## config.mk

```make
export PLATFORM = sky130hd
export DESIGN_NAME = tdm_voice_sequencer
export DESIGN_NICKNAME = d
export VERILOG_FILES = /design/src/rtl/tdm_voice_sequencer.sv
export SDC_FILE = /design/constraint.sdc
export NUM_CORES = 1
export LEC_CHECK = 0
export ABC_AREA = 1
export BUFFER_PORTS_ARGS = -buffer_cell sky130_fd_sc_hd__buf_2
export CORE_MARGIN = 2
export CORE_UTILIZATION = 35
export CTS_CLUSTER_SIZE = 14
export DETAILED_ROUTE_END_ITERATION = 12
export SYNTH_ARGS = -nofsm -noshare
export SYNTH_HDL_FRONTEND = slang
export SYNTH_SLANG_ARGS = --single-unit
```

## constraint.sdc

```tcl
create_clock -name dsp_clk -period 28.2 [get_ports dsp_clk]
set_clock_uncertainty 0.1 [all_clocks]
set_input_delay 5.64 -clock dsp_clk [delete_from_list [all_inputs] [get_ports dsp_clk]]
set_output_delay 5.64 -clock dsp_clk [all_outputs]
set_load 0.05 [all_outputs]
```

## src/rtl/tdm_voice_sequencer.sv

```systemverilog
// Double-buffered 8-voice sample bank emitted as a TDM {chan, data} stream, one voice per enabled dsp_clk.
// Optional per-voice output mute (voice_mute port) is built only when TDM_SEQ_MUTE_EN is defined.
module tdm_voice_sequencer #(
  parameter int NUM_VOICES     = 8,
  parameter int NUM_VOICE_BITS = 3,
  parameter int D_W            = 16
) (
  input  logic                      dsp_clk,
  input  logic                      dsp_rst,
  input  logic                      dsp_enable,
  input  logic                      wr_en,
  input  logic [NUM_VOICE_BITS-1:0] wr_voice,
  input  logic [D_W-1:0]            wr_data,
  input  logic                      commit,
`ifdef TDM_SEQ_MUTE_EN
  input  logic [NUM_VOICES-1:0]     voice_mute,
`endif
  output logic [NUM_VOICE_BITS-1:0] chan_out,
  output logic [D_W-1:0]            data_out,
  output logic                      frame_start,
  output logic                      commit_pending
);

  typedef enum logic {
    BANK_A = 1'b0,
    BANK_B = 1'b1
  } bank_e;

  logic [D_W-1:0]            bank_a [NUM_VOICES];
  logic [D_W-1:0]            bank_b [NUM_VOICES];
  bank_e                     bank_sel;
  bank_e                     eff_sel;
  bank_e                     bank_sel_nxt;
  logic [NUM_VOICE_BITS-1:0] cnt;
  logic [NUM_VOICE_BITS-1:0] cnt_nxt;
  logic [NUM_VOICE_BITS-1:0] chan_nxt;
  logic [D_W-1:0]            rd_data;
  logic [D_W-1:0]            data_nxt;
  logic                      frame_start_nxt;
  logic                      pending_nxt;
  logic                      boundary;
  logic                      swap;

  always_comb begin
    // NOTE: every signal driven here gets a default first, so no path can leave one unassigned and infer a latch.
    cnt_nxt         = '0;
    chan_nxt        = '0;
    data_nxt        = '0;
    frame_start_nxt = 1'b0;
    eff_sel         = bank_sel;
    pending_nxt     = commit_pending;

    boundary = (cnt == '0) || !dsp_enable;
    swap     = boundary && (commit_pending || commit);

    // The read at a boundary already sees the post-swap bank, so channel 0 of a new frame is never stale.
    if (swap) begin
      eff_sel = (bank_sel == BANK_A) ? BANK_B : BANK_A;
    end
    bank_sel_nxt = eff_sel;

    if (swap) begin
      pending_nxt = 1'b0;
    end else if (commit) begin
      pending_nxt = 1'b1;
    end

    rd_data = (eff_sel == BANK_A) ? bank_a[cnt] : bank_b[cnt];
`ifdef TDM_SEQ_MUTE_EN
    if (voice_mute[cnt]) begin
      rd_data = '0;
    end
`endif

    // A disabled cycle parks the sequencer at channel 0 and drives silence downstream.
    if (dsp_enable) begin
      cnt_nxt         = cnt + NUM_VOICE_BITS'(1);
      chan_nxt        = cnt;
      data_nxt        = rd_data;
      frame_start_nxt = (cnt == '0);
    end
  end

  // NOTE: sequential state uses non-blocking assignments so every register samples pre-edge values.
  always_ff @(posedge dsp_clk or posedge dsp_rst) begin
    if (dsp_rst) begin
      cnt            <= '0;
      bank_sel       <= BANK_A;
      commit_pending <= 1'b0;
      chan_out       <= '0;
      data_out       <= '0;
      frame_start    <= 1'b0;
    end else begin
      cnt            <= cnt_nxt;
      bank_sel       <= bank_sel_nxt;
      commit_pending <= pending_nxt;
      chan_out       <= chan_nxt;
      data_out       <= data_nxt;
      frame_start    <= frame_start_nxt;
    end
  end

  // NOTE: the banks are reset flops rather than a RAM because reset must clear every entry to zero.
  // Writes target the shadow of eff_sel, so a write in a swap cycle lands in the bank just retired.
  always_ff @(posedge dsp_clk or posedge dsp_rst) begin
    if (dsp_rst) begin
      for (int i = 0; i < NUM_VOICES; i++) begin
        bank_a[i] <= '0;
        bank_b[i] <= '0;
      end
    end else if (wr_en) begin
      if (eff_sel == BANK_A) begin
        bank_b[wr_voice] <= wr_data;
      end else begin
        bank_a[wr_voice] <= wr_data;
      end
    end
  end

endmodule

```

After elaboration in Yosys (flattened, before gate mapping)
Cells that the tools add are included.
- logic and storage cells: 57
- input bits: 24
- output and inout port bits: 21
- register bits after elaboration: 281
- add/subtract/negate cells: 1
- reductions and logical operators: 9
- order comparisons: 3
- bitwise gates (word level): 3
- multiplexer cells: 19
- operators with widths (kind ; count):
    $bwmux W128 ; 2
    $mux W16 ; 7
    $bmux W16 S3 ; 2
    $demux W16 S3 ; 1
    $ge A4 B4 Y1 const B ; 2
    $not A3 Y4 ; 2
    $mux W3 ; 2
    $mux W1 ; 5
    $lt A4 B1 Y1 const B ; 1
    $reduce_and A2 Y1 ; 2
    $add A3 B1 Y3 const B ; 1
    $logic_not A3 Y1 ; 1
    $logic_and A1 B1 Y1 ; 2
    $logic_or A1 B1 Y1 ; 2
    $reduce_bool A2 Y1 ; 1
    $logic_not A1 Y1 ; 1
    $not A1 Y1 ; 1

Depth between registers and ports, before layout
Gate-level depths: netlist of the first run.
- depth after elaboration: 6
- mapped depth: 15

Least setup slack after synthesis of the first run
No wires, ideal clock.
- kind: input to register
- from: input port wr_voice[1]
- to: register bank_a[0] (netlist name)
- required time: 27983 ps
- arrival: 6693 ps
- setup time: 117 ps
- setup slack: 21289 ps
- buffers on the path: 2
- cell stages on the path: 7
- path through: buf_2 -> inv_2 -> nor3_2 -> nand3_2 -> buf_2 -> nand2_1 -> nand2_1
- cells in the longest elaborated chain, start to end: 6
- elaborated cells between the ends (all ways): 7
- those cells by class: order compare: 2; mux: 3; bitwise: 1; reduce/logical: 1
- ends and longest elaborated chain (what ; RTL line ; RTL):
    start, declared ; 12 ; input logic [NUM_VOICE_BITS-1:0] wr_voice,
    $not A3 Y4 (not written as such) (*) ; 115 ; bank_a[wr_voice] <= wr_data;
    $ge A4 B4 Y1 (not written as such) / $lt A4 B1 Y1 (equally long branches) ; 115 ;
    $logic_and A1 B1 Y1 (not written as such) ; 115 ;
    $mux W16 (not written as such) ; 115 ;
    $demux W16 S3 (*) ; 115 ;
    $bwmux W128 (*) ; 115 ;
    end signal, assigned by index ; 115 ;
    end, declared ; 29 ; logic [D_W-1:0] bank_a [NUM_VOICES];
Mark *: on every way between the ends. The rest lies on a longest branch, timed or not.
A chain may end at the register's enable or synchronous reset.

Worst setup path in the final report of the first run
- from: input port dsp_enable
- to: register bank_b[27] (netlist name)
- cells in the longest elaborated chain, start to end: 6
- ends and longest elaborated chain (what ; RTL line ; RTL):
    start, declared ; 10 ; input logic dsp_enable,
    $logic_not A1 Y1 ; 53 ; boundary = (cnt == '0) || !dsp_enable;
    $logic_or A1 B1 Y1 ; 53 ;
    $logic_and A1 B1 Y1 ; 54 ; swap = boundary && (commit_pending || commit);
    $mux W1 ; 57 ; if (swap) begin
    $not A1 Y1 (no source line) ; - ;
    $reduce_and A2 Y1 (no source line) ; - ;
    end signal, assigned by index ; 113 ; bank_b[wr_voice] <= wr_data;
    end, declared ; 30 ; logic [D_W-1:0] bank_b [NUM_VOICES];
Every way passes these cells.

==> results.sh, run 1 <==
export IMPL_start_kind="input pin"
export IMPL_avgViaCountPerCell=5.55
export IMPL_switching_share_pct=36.4
export IMPL_yosysSeqAreaShare_pct=49.7
export IMPL_clkPwrFrac_pct=27.2
export IMPL_pwr_share_seq_pct=45.9
export IMPL_cp_max_fo=62
export IMPL_multiInputGateArea_sq_um=6220
export IMPL_n_fill_cell=4223
export IMPL_area_sequential_sq_um=7040
export IMPL_cts_root_buffer="clkbuf_16"
export IMPL_max_cap_violations=0
export IMPL_finalHoldViolCount=0
export IMPL_status="completed"
export IMPL_cts_buffers=31
export IMPL_p_leak_uw=0.00767
export IMPL_p_switching_uw=523
export IMPL_finalPower_uw=1440
export IMPL_intPower_uw=915
export IMPL_fin_crit_sh_pct=29.4
export IMPL_drive_above_1_share_pct=8.85
export IMPL_pin_count=45
export IMPL_detail_route_antenna_nets=0
export IMPL_yosys_warnings=0
export IMPL_globalplace_congestion=0.799
export IMPL_cp_required_ns=28.56
export IMPL_path_class="in2reg"
export IMPL_tns_ns=0
export IMPL_clock_tree_buffer_depth=3
export IMPL_gr_usage_all_layers_pct=22.0
export IMPL_hp_class="reg2reg"
export IMPL_final_nets=1765
export IMPL_postSynthNetCount=1854
export IMPL_yosys_register_bits=281
export IMPL_cts_sinks=281
export IMPL_insertion_delay_ns=0.57
export IMPL_layout_common_cells="nand2_1 (808), dfrtp_1 (279), nand4_1 (256)"
export IMPL_dieArea_sq_um=42000
export IMPL_critPathTopFamily="buffers and inverters"
export IMPL_cts_resized_gates=0
export IMPL_htree_num_levels=1
export IMPL_post_cts_buffers=0
export IMPL_wl_microns=45600
export IMPL_powerDensity_nw_per_um2=93.7
export IMPL_die_height_microns=205
export IMPL_die_w_microns=205
export IMPL_grt_max_degree=148
export IMPL_synth_cell_area_sq_um=14100
export IMPL_crit_path_max_incr_delay_ns=0.65
export IMPL_clk_pin_slew_worst_paths_ns=0.06
export IMPL_via_count=12703
export IMPL_syn2layout_area_growth_pct=8.63
export IMPL_tightest_slew_ns=1.12
export IMPL_cts_hold_buf=0
export IMPL_dp_hpwl_microns=25200
export IMPL_grt_pass1_wl_microns=72900
export IMPL_layout_commonest_cell="nand2_1"
export IMPL_drtIter0Drc=1449
export IMPL_cpMaxStageDelayCell="buf_4"
export IMPL_cp_end_kind="flip-flop"
export IMPL_start_util_pct=35.5
export IMPL_drv_slew=0
export IMPL_core_sq_um=39800
export IMPL_grt_pass1_vias=12106
export IMPL_netlist_instances=1828
export IMPL_cts_tree="yes"
export IMPL_timing_fmax_mhz=121
export IMPL_ir_drop_mv=0.0514
export IMPL_first_pass_iters=5
export IMPL_avgSynthCellArea_sq_um=7.73
export IMPL_grt_antenna_before_repair=2
export IMPL_rsz0062_at_grt="false"
export IMPL_rows=73
export IMPL_portBuffers=44
export IMPL_post_drt_wl_per_cell_microns=19.9
export IMPL_fin_crit_ns=8.29
export IMPL_cp_arrival_ns=8.65
export IMPL_synth_distinct_cells=23
export IMPL_maxSlewHeadroom_pct=25.5
export IMPL_p_comb_share_pct=26.9
export IMPL_setup_viol=0
export IMPL_crit_path_frequent_cell="nand2_2"
export IMPL_worst_path_buf_inv=3
export IMPL_worstPathCellList="buf_2 > nand2_2 > nand2_2 > nand2_2 > nand2_4 > buf_4 > buf_4 > nand3_4 > nand2_1 > nand2_1"
export IMPL_drc=0
export IMPL_overflow=0
worst register-to-register path, delay by kind of cell, from the launching register on:
kind,cells,cell delay (ns)
flops,1,0.91
simple gates,8,1.37
fa+ha+maj,1,0.32
buf+inv,3,1.65
final cells by class:
type | count | area share [%]
Inverter | 15 | 0.448
Timing Repair Buffer | 67 | 2.62
Antenna cell | 2 | 0.0326
Clock buffer | 47 | 5.96
Tap cell | 525 | 4.28
Sequential cell | 281 | 45.8
Clock inverter | 10 | 0.375
Multi-Input combinational cell | 1343 | 40.5
registers in the layout, summed over array words and instances (netlist names):
register / count
bank_a: 128
bank_b: 128
data_out: 16
chan_out: 3
cnt: 3
bank_sel: 1
commit_pending: 1
frame_start: 1
per-layer routing:
layer  part of all wire [%]  track usage (%)
met2                     45             33.6
met5                      0                0
met4                    2.0             4.83
met3                    9.0             4.88
met1                     44             31.8
cells in the mapped netlist (all sizes together):
cell / count / area (sq um)
nor2: 36 / 135
nand2: 814 / 3080
inv: 14 / 55.1
ha: 2 / 25.0
nand3: 196 / 1090
buf: 87 / 487
nand4: 256 / 1600
nor3: 8 / 92.6
a21oi: 30 / 150
o21ai: 1 / 5.00
dfrtp: 281 / 7030
clkinv: 1 / 3.75
clkbuf: 102 / 383
logic make-up (layout without fill, tap and decap cells):
| logic type | Yosys count | count (layout) | share of synthesized area, % |
|---|---|---|---|
| and+or+nand+nor | 1310 | 1310 | 42.4 |
| DFF | 281 | 281 | 49.7 |
| buffers and inverters | 204 | 139 | 6.57 |
| AOI/OAI and AO/OA | 31 | 31 | 1.10 |
| adders and majority gates | 2 | 2 | 0.177 |
| other | 0 | 2 | 0 |
per-stage QoR:
stage / util, % / instance area [sq um] / worst slack [ns] / instances / hold slack, ns
after floorplan: - / 14100 / 14.71 / 1828 / 0.342
after global placement: 36.1 / 14400 / 19.39 / 2231 / 0.353
after detailed placement: 36.1 / 14400 / 19.35 / 2231 / 0.358
after CTS: 38.6 / 15400 / 19.95 / 2288 / 0.373
after global routing: 38.6 / 15400 / 19.70 / 2290 / 0.386
final: 38.6 / 15400 / 19.91 / 2290 / 0.370
power groups by stage:
stage                     clock network [uW]  registers, uW  logic (uW)
after CTS                                398            660         386
after global routing                     415            682         445
after global placement                     0            660         376
after detailed placement                   0            665         386
after floorplan                            0            665         294
final                                    392            660         386
worst paths after layout:
path / start / endpoint / slack (ns) / depth (start not counted)
setup / recovery: dsp_enable / bank_b[27] / 19.91 / 10
hold / removal: bank_b[40] / bank_b[40] / 0.37 / 2
setup reg to reg: cnt[0] / bank_b[27] / 23.75 / 12
hold reg to reg: bank_b[40] / bank_b[40] / 0.37 / 2
max in group asynchronous: dsp_rst / bank_a[58] / 20.31 / 4
min in group asynchronous: dsp_rst / bank_b[71] / 5.13 / 2
(Power assumes the default switching activity.)
==> run 2: changes to the inputs <==
Settings changed: ABC_AREA 1 to 0.
Clock period 28.2 ns to 7.14 ns, I/O delays scaled along.
==> results.sh, run 2 <==
export IMPL_r2r_start="cnt[1]"
export IMPL_worstPathCellList="clkinv_1 > ha_1 > nand2b_4 > a211o_4 > nand3_1 > o22ai_1"
export IMPL_grt_antenna_before_repair=1
export IMPL_post_drt_wl_per_cell_microns=22.9
export IMPL_tns_ns=0
export IMPL_timing_fmax_mhz=280
export IMPL_cp_arrival_ns=3.88
export IMPL_worst_path_buf_inv=1
export IMPL_powerDensity_nw_per_um2=412
export IMPL_gr_usage_all_layers_pct=15.8
export IMPL_yosys_register_bits=281
export IMPL_yosysMostFrequentCell="dfrtp_1"
export IMPL_wl_microns=29800
export IMPL_die_w_microns=198
export IMPL_intPower_uw=4340
export IMPL_clock_tree_buffer_depth=3
export IMPL_fin_crit_sh_pct=50.0
export IMPL_cts_root_buffer="clkbuf_16"
export IMPL_cp_endpoint="data_out[7]"
export IMPL_setup_slack_ns=3.57
export IMPL_via_count=6698
export IMPL_core_sq_um=36800
export IMPL_crit_path_max_incr_delay_ns=0.84
export IMPL_final_nets=832
export IMPL_layout_common_cells="dfrtp_1 (278), mux2_2 (131), mux2_4 (119)"
export IMPL_max_cap_violations=0
export IMPL_layout_commonest_cell="dfrtp_1"
export IMPL_synth_top_cell_by_area="dfrtp_1"
export IMPL_pwr_share_seq_pct=45.4
export IMPL_yosys_warnings=0
export IMPL_hp_class="reg2reg"
export IMPL_drive_above_1_share_pct=53.0
export IMPL_avgSynthCellArea_sq_um=16.9
export IMPL_min_from="bank_a[52]"
export IMPL_maxSlewHeadroom_pct=20.7
export IMPL_place_ws_ns=3.38
export IMPL_clkPwrFrac_pct=26.2
export IMPL_portBuffers=44
export IMPL_grt_pass1_wl_microns=46800
export IMPL_finalHoldViolCount=0
export IMPL_overflow=0
export IMPL_worstReg2RegEnd="data_out[7]"
export IMPL_cts_sinks=281
export IMPL_netlist_instances=776
export IMPL_ir_drop_mv=0.199
export IMPL_cpMaxStageDelayCell="nand3_1"
export IMPL_async_flop_share_pct=100
export IMPL_cts_hold_buf=0
export IMPL_p_comb_share_pct=28.5
export IMPL_fin_util_pct=39.7
export IMPL_critPathTopFamily="simple AND/OR/NAND/NOR gates"
export IMPL_yosysSeqAreaShare_pct=53.6
export IMPL_cts_buffers=31
export IMPL_status="completed"
export IMPL_reg2reg_setup_slack_ns=3.57
export IMPL_clk_pin_slew_worst_paths_ns=0.06
export IMPL_rsz0062_at_grt="false"
export IMPL_start_util_pct=35.7
export IMPL_die_height_microns=198
export IMPL_drc=0
export IMPL_cp_max_fo=16
export IMPL_postSynthNetCount=802
export IMPL_n_fill_cell=3342
export IMPL_detail_route_antenna_nets=0
export IMPL_top_regs="bank_a (128), bank_b (128), data_out (16)"
export IMPL_grt_pass1_vias=7393
export IMPL_path_class="reg2reg"
export IMPL_ff2ff_path_depth=6
export IMPL_cp_end_kind="flip-flop"
export IMPL_pin_count=45
export IMPL_synth_edf_count=0
export IMPL_cp_num_cells=6
export IMPL_rows=70
export IMPL_startpoint="cnt[1]"
export IMPL_first_pass_iters=4
export IMPL_drtIter0Drc=338
export IMPL_synth_area_leaders="dfrtp_1 (54%), mux2_4 (14%), mux2_2 (11%)"
export IMPL_synth_cell_area_sq_um=13100
export IMPL_tightest_slew_ns=1.19
export IMPL_avgViaCountPerCell=5.16
export IMPL_cp_required_ns=7.45
export IMPL_globalplace_congestion=0.701
export IMPL_yosys_area_top_type_share_pct=53.6
export IMPL_cts_tree="yes"
export IMPL_synth_distinct_cells=36
export IMPL_fin_crit_ns=3.57
export IMPL_syn2layout_area_growth_pct=11.5
export IMPL_start_kind="flip-flop"
export IMPL_dieArea_sq_um=39000
export IMPL_grt_max_degree=160
export IMPL_synth_flop_cell="dfrtp_1"
export IMPL_drv_slew=0
export IMPL_cts_resized_gates=0
export IMPL_synth_commonest_cells="dfrtp_1 (281), mux2_2 (131), mux2_4 (119)"
export IMPL_htree_num_levels=1
export IMPL_dp_hpwl_microns=17700
export IMPL_post_cts_buffers=0
export IMPL_p_switching_uw=1680
export IMPL_setup_viol=0
export IMPL_p_leak_uw=0.00658
export IMPL_insertion_delay_ns=0.55
export IMPL_switching_share_pct=27.9
## run 2: how the worst min path moves through the flow
stage	to	slack, ns	depth (start not counted)
3_3_place_gp	bank_a[49]	0.37	1
4_1_cts	bank_a[52]	0.39	1
2_1_floorplan	bank_a[49]	0.36	1
6_report	bank_a[52]	0.39	1
5_1_grt	bank_a[54]	0.41	1
3_5_place_dp	bank_a[52]	0.38	1
## run 2: area by class of cell
cell class / instances / area (sq um) / share of cell area (%)
tap: 468 / 586 / 4.00
timing repair buffer: 59 / 345 / 2.36
clock inverter: 13 / 129 / 0.881
multi-input combinational: 429 / 5620 / 38.4
antenna: 1 / 2.50 / 0.0171
inverter: 4 / 18.8 / 0.128
sequential: 281 / 7040 / 48.1
clock buffer: 43 / 881 / 6.02
## run 2: power by group through the flow
| stage | Combinational [uW] | Clock [uW] | Sequential, uW |
|---|---|---|---|
| global placement | 1700 | 0 | 2730 |
| detailed placement | 1740 | 0 | 2740 |
| CTS | 1740 | 1620 | 2730 |
| finish | 1710 | 1570 | 2730 |
| floorplan | 1350 | 0 | 2740 |
| global route | 1840 | 1680 | 2830 |
## run 2: per-stage QoR
step           power, uW  hold WS, ns  cell area [sq um]  cells
6_report            6020        0.387              14600   1298
5_1_grt             6350        0.410              14600   1297
4_1_cts             6090        0.390              14600   1297
3_5_place_dp        4480        0.375              13600   1241
3_3_place_gp        4430        0.370              13600   1241
2_1_floorplan       4090        0.359              13100    776
## run 2: routing by layer
metal / up-vias / global-route usage [%] / routed length, microns
met5: - / 0 / 0
met3: 41 / 2.13 / 1010
met1: 3633 / 22.2 / 13800
li1: 2934 / - / -
met4: 0 / 3.45 / 561
met2: 90 / 26.0 / 14400
## run 2: cells by family (layout without fill, tap and decap cells)
kind of cell	after synthesis	in the layout	share of synthesized area, %
AO/OA/AOI/OAI	37	37	2.56
flip-flops	281	281	53.6
XOR/XNOR	1	1	0.0668
adder cells (fa/ha/maj)	2	2	0.191
AND/OR/NAND/NOR	37	37	1.61
multiplexers	352	352	38.4
buffers and inverters	66	119	3.54
other	0	1	0
